## config.mk

```make
export PLATFORM = sky130hd
export DESIGN_NAME = feature_window_buffer
export DESIGN_NICKNAME = d
export VERILOG_FILES = /design/src/rtl/drowsy_pkg.sv /design/src/rtl/feature_shift_reg.sv /design/src/rtl/feature_window_buffer.sv
export SDC_FILE = /design/constraint.sdc
export NUM_CORES = 1
export LEC_CHECK = 0
export ABC_AREA = 1
export BUFFER_PORTS_ARGS = -buffer_cell sky130_fd_sc_hd__buf_4
export CAP_MARGIN = 20
export CORE_ASPECT_RATIO = 1.5
export CORE_UTILIZATION = 45
export CTS_BUF_LIST = sky130_fd_sc_hd__clkbuf_4 sky130_fd_sc_hd__clkbuf_8
export DETAILED_ROUTE_END_ITERATION = 16
export PLACE_DENSITY = 0.69
export SYNTH_ARGS = -nofsm -noshare
export SYNTH_HDL_FRONTEND = slang
export SYNTH_SLANG_ARGS = --single-unit
```

## constraint.sdc

```tcl
create_clock -name Clock -period 1.8 [get_ports Clock]
set_input_delay 0.18 -clock Clock [delete_from_list [all_inputs] [get_ports Clock]]
set_output_delay 0.18 -clock Clock [all_outputs]
set_load 0.02 [all_outputs]
```

## src/rtl/drowsy_pkg.sv

```systemverilog
// Shared constants, types and FSM encoding for the drowsiness-detector front end.
package drowsy_pkg;

  localparam int DW      = 10;    // sample width
  localparam int N_FEAT  = 30;    // window length, matches detector input depth
  localparam int STRIDE  = 10;    // fresh samples between windows
  localparam int SAT_MAX = 1000;  // sample clamp ceiling

  typedef logic [DW-1:0] feat_t;
  typedef feat_t feat_vec_t [N_FEAT];

  typedef enum logic [1:0] {
    FILL      = 2'd0,
    ISSUE     = 2'd1,
    WAIT_DONE = 2'd2,
    SLIDE     = 2'd3
  } fwb_state_e;

endpackage

```

## src/rtl/feature_shift_reg.sv

```systemverilog
// N_FEAT x DW shift register: new sample enters at the top (newest), entry 0 is oldest.
module feature_shift_reg #(
  parameter int DW     = drowsy_pkg::DW,
  parameter int N_FEAT = drowsy_pkg::N_FEAT
) (
  input  logic                         Clock,
  input  logic                         Rst,
  input  logic                         clr,
  input  logic                         shift,
  input  logic [DW-1:0]                din,
  output logic [N_FEAT-1:0][DW-1:0]    q
);

  // Clear beats shift so a flushed cycle never captures the sample.
  always_ff @(posedge Clock or negedge Rst) begin
    if (!Rst) begin
      q <= '0;
    end else if (clr) begin
      q <= '0;
    end else if (shift) begin
      for (int i = 0; i < N_FEAT-1; i++) q[i] <= q[i+1];
      q[N_FEAT-1] <= din;
    end
  end

endmodule

```

## src/rtl/feature_window_buffer.sv

```systemverilog
// Sliding-window feeder: gathers serial samples, issues a window with a Start pulse,
// holds it until the detector reports done, then slides by STRIDE fresh samples.
module feature_window_buffer #(
  parameter int DW      = drowsy_pkg::DW,
  parameter int N_FEAT  = drowsy_pkg::N_FEAT,
  parameter int STRIDE  = drowsy_pkg::STRIDE,
  parameter int SAT_MAX = drowsy_pkg::SAT_MAX
) (
  input  logic                       Clock,
  input  logic                       Rst,
  input  logic                       flush,
  input  logic                       sample_valid,
  input  logic [DW-1:0]              sample_data,
  output logic                       sample_ready,
  input  logic                       det_done,
  output logic                       Start,
  output logic [N_FEAT-1:0][DW-1:0]  win_out,
  output logic                       busy,
  output logic [1:0]                 state,
  output logic [15:0]                win_count
);
  import drowsy_pkg::*;

  localparam int FW = $clog2(N_FEAT+1);
  localparam int SW = $clog2(STRIDE+1);
  localparam logic [FW-1:0] FILL_LAST   = FW'(N_FEAT-1);
  localparam logic [SW-1:0] STRIDE_LAST = SW'(STRIDE-1);
  localparam logic [DW-1:0] SAT_V       = DW'(SAT_MAX);

  fwb_state_e     st, st_nxt;
  logic [FW-1:0]  fill_cnt;
  logic [SW-1:0]  stride_cnt;
  logic           accept;
  logic [DW-1:0]  sat_data;

  assign sat_data = (sample_data > SAT_V) ? SAT_V : sample_data;
  assign state    = st;

  // State register.
  always_ff @(posedge Clock or negedge Rst) begin
    if (!Rst) st <= FILL;
    else      st <= st_nxt;
  end

  // Handshake decode and next state; flush overrides everything and kills Start.
  always_comb begin
    st_nxt       = st;
    sample_ready = 1'b0;
    Start        = 1'b0;
    busy         = (st == ISSUE) || (st == WAIT_DONE);
    case (st)
      FILL:      sample_ready = 1'b1;
      ISSUE:     begin Start = 1'b1; st_nxt = WAIT_DONE; end
      WAIT_DONE: if (det_done) st_nxt = SLIDE;
      SLIDE:     sample_ready = 1'b1;
      default:   st_nxt = FILL;
    endcase
    if (flush) begin
      sample_ready = 1'b0;
      Start        = 1'b0;
    end
    accept = sample_valid && sample_ready;
    if (accept && st == FILL  && fill_cnt   == FILL_LAST)   st_nxt = ISSUE;
    if (accept && st == SLIDE && stride_cnt == STRIDE_LAST) st_nxt = ISSUE;
    if (flush) st_nxt = FILL;
  end

  // Fill/stride counters; fill_cnt parks at N_FEAT once the first window is out.
  always_ff @(posedge Clock or negedge Rst) begin
    if (!Rst) begin
      fill_cnt   <= '0;
      stride_cnt <= '0;
    end else if (flush) begin
      fill_cnt   <= '0;
      stride_cnt <= '0;
    end else begin
      if (st == FILL && accept) fill_cnt <= fill_cnt + 1'b1;
      if (st == ISSUE)                stride_cnt <= '0;
      else if (st == SLIDE && accept) stride_cnt <= stride_cnt + 1'b1;
    end
  end

  // Issued-window counter survives flush and wraps naturally.
  always_ff @(posedge Clock or negedge Rst) begin
    if (!Rst)       win_count <= '0;
    else if (Start) win_count <= win_count + 16'd1;
  end

  feature_shift_reg #(.DW(DW), .N_FEAT(N_FEAT)) u_win (
    .Clock (Clock),
    .Rst   (Rst),
    .clr   (flush),
    .shift (accept),
    .din   (sat_data),
    .q     (win_out)
  );

endmodule

```

==> impl_metrics.ini <==
[yosys]
seq_area_frac_synth = 0.617
synth_top_area_share = 0.617
syn_area_um2 = 13300
yosysUniqueCellTypes = 26
yosys.area.top_type = dfrtp_1
synth_nets = 1202
synth-seq-cells = 327
yosysWarnings = 0
avgSynthCellArea_um2 = 11.3
synth_area_leaders = dfrtp_1 62%, o22ai_1 9.1%, inv_1 9.1%
syn_inst = 1178

[worst_hold_path]
min_path_type = in -> reg

[place]
port-buffer-count = 335
hpwl_um = 24200
post-place-cells = 1871
gp_congestion = 0.827
pre_cts_ws_ns = 0.0205

[finish]
area_growth_pct = 32.6
layout-drive-gt1-share = 0.362
nets = 1577
fillers = 2402
final_cell_count_no_fill = 1978
diodes = 0

[pwr]
p_int_w = 0.0125
power_w = 0.0175
leakagePower_nw = 8.26
p_sw_w = 0.00499
ir_drop_mv = 0.897
clkPwrFrac = 0.380
p_seq_frac = 0.439
power_frac_comb = 0.181
p_sw_frac = 0.285
power.density_nw_per_um2 = 996

[timing]
clock_skew_ns = 0.0258
period_share = 0.997
rsz0062_at_grt = yes
setup_viol = 0
drv_slew = 0
max_clock_freq_mhz = 557
post-route-min-period_ns = 1.79
relSlewSlack = 0.656
finalWorstSetupSlack_ns = 0.00569
setup_tns_ns = 0
worst-slew-pin-transition_ns = 0.516
hold_viol = 0

[drt]
wl_per_cell_um = 17.6
dr_total_vias = 9836
drtAntennaViolNets = 0
drt_iter0_drc = 449
route.detailed.drc = 0
drt-pass1-iter-count = 4
vias_per_cell = 4.97
wl_um = 34800

[setup_path]
crit_path_end_kind = primary output
max_stage_delay_ns = 0.42
cp_common_cell = buf_6
cp_cell_sequence = inv_4 > ha_4 > inv_2 > nor2_4 > buf_6 > buf_6
crit_fanout = 2
critPathKind = reg -> out
path_buf_inv = 4
required_ns = 1.62
startpoint_type = flop
crit_arrival_ns = 1.61
critical-path-top-delay-family = flip-flops
slowest_stage = dfrtp_2

[clock_tree]
clk_latency_ns = 0.58
cts_sinks = 327
htreeDepth = 2
root_buffer = clkbuf_8
clkTransAtPathRegs_ns = 0.06
cts_buffers = 49
cts_tree = done
clock_path_buffers = 3

[grt]
grt_util_all_layers = 0.227
grt_pass1_wl_um = 52800
grt_max_degree = 89
antenna_found_initial = 0
grt_pass1_vias = 9735
grt_overflow = 0

[floorplan]
dieHeight_um = 212
pin_count = 336
core_area_um2 = 28800
start_util = 0.460
die_area_um2 = 30200
die-width_um = 142
num_rows = 76

[run_status]
status = complete, no violations

[flow_run]
maxCapViolations = 0
-- logic make-up (layout without fill, tap and decap cells) --
| group | Yosys count | in the layout | share of synthesized area |
|---|---|---|---|
| AOI/OAI and AO/OA | 310 | 310 | 0.186 |
| xor gates and xnor gates | 14 | 14 | 0.00925 |
| adders and majority gates | 9 | 9 | 0.00849 |
| buffers and inverters | 389 | 799 | 0.135 |
| DFF | 327 | 327 | 0.617 |
| and+or+nand+nor | 129 | 129 | 0.0438 |
-- path summary, 6_finish.rpt --
path | startpoint | end | slack (ns) | cells past startpoint
worst min-delay path | sample_valid | fill_cnt[2] | 0.07 | 5
worst max register to register | state[0] | u_win.q[142] | 0.09 | 7
max in group asynchronous | Rst | u_win.q[206] | 0.92 | 3
min in group asynchronous | Rst | u_win.q[210] | 0.16 | 2
worst max-delay path | state[1] | Start | 0.006 | 6
worst min register to register | u_win.q[8] | u_win.q[8] | 0.49 | 2
-- cell usage in the layout (no fill, tap or decap), drive strengths merged --
cell	synthesis	routed
nor3b	1	1
xor2	11	11
buf	60	377
clkbuf	8	82
nand2	72	72
nor2	28	28
a21oi	3	3
nand3	18	18
nor3	4	4
o21ai	24	24
inv	321	320
nand3b	2	2
o22ai	283	283
dlygate4sd3	0	13
clkinv	0	2
clkinvlp	0	2
ha	9	9
dfrtp	327	327
nand4	4	4
bufinv	0	3
xnor2	3	3
-- final cells by class --
type | instances | area [µm²] | area share
Clock inverter | 6 | 108 | 0.00612
Multi-Input combinational cell | 462 | 3350 | 0.191
Clock buffer | 80 | 988 | 0.0562
Sequential cell | 327 | 8190 | 0.466
Timing Repair Buffer | 392 | 3240 | 0.185
Tap cell | 390 | 488 | 0.0278
Inverter | 321 | 1210 | 0.0689
-- worst register-to-register path, cell delays in order (launching register included) --
cell	delay, ns
dfrtp_2	0.38
inv_2	0.06
ha_4	0.30
nor2_8	0.05
nand2_8	0.09
buf_4	0.21
buf_4	0.36
o22ai_1	0.15
-- power groups by stage --
| stage | combinational, W | clock [W] | sequential, W |
|---|---|---|---|
| 2_1_floorplan | 0.00192 | 0 | 0.00800 |
| 3_3_place_gp | 0.00289 | 0 | 0.00780 |
| 3_5_place_dp | 0.00294 | 0 | 0.00781 |
| 4_1_cts | 0.00305 | 0.00683 | 0.00768 |
| 5_1_grt | 0.00340 | 0.00714 | 0.00770 |
| 6_report | 0.00318 | 0.00665 | 0.00769 |
-- state kept, by name, indices dropped and copies added (netlist names) --
register    count
u_win.q       300
win_count      16
fill_cnt        5
stride_cnt      4
state           2
-- synthesized netlist by cell type --
master,instances
nand2_1,71
ha_1,9
o22ai_1,193
o21ai_0,24
nand3_2,1
nor3b_1,1
nor2_2,3
buf_6,36
buf_2,12
dfrtp_1,327
nand4_1,4
a21oi_1,3
nand3b_2,1
clkbuf_1,8
nand3b_1,1
buf_4,12
nand3_1,17
inv_1,321
nor2_8,1
nand2_4,1
nor2_1,23
xor2_1,11
xnor2_1,3
o22ai_2,90
nor2_4,1
nor3_1,4
-- timing repair --
action | 4_1_cts | 5_1_grt
endpoints found under the hold margin | 269 | 0
hold buffers | 13 | 0
resized for setup | 10 | 9
cloned | 0 | 2
buffers inserted | 4 | 2
setup endpoints to repair | 2 | 131
pin swaps | 2 | 3
-- metrics by stage --
stage / instance area [µm²] / hold slack [ns] / utilization
6_report: 17600 / 0.0701 / 0.610
3_5_place_dp: 16200 / 0.170 / 0.561
2_1_floorplan: 13300 / -0.116 / -
3_3_place_gp: 16200 / 0.165 / 0.561
4_1_cts: 17500 / 0.0339 / 0.606
5_1_grt: 17600 / 0.0708 / 0.610
-- layer usage --
layer  track usage  up-vias  share of wire
li1              -     4627              -
met1         0.276     4795           0.39
met2         0.384      345           0.51
met3        0.0523       69          0.070
met4        0.0971        0          0.033
met5             0        -              0
No activity file was read; power rests on OpenSTA's default activity.
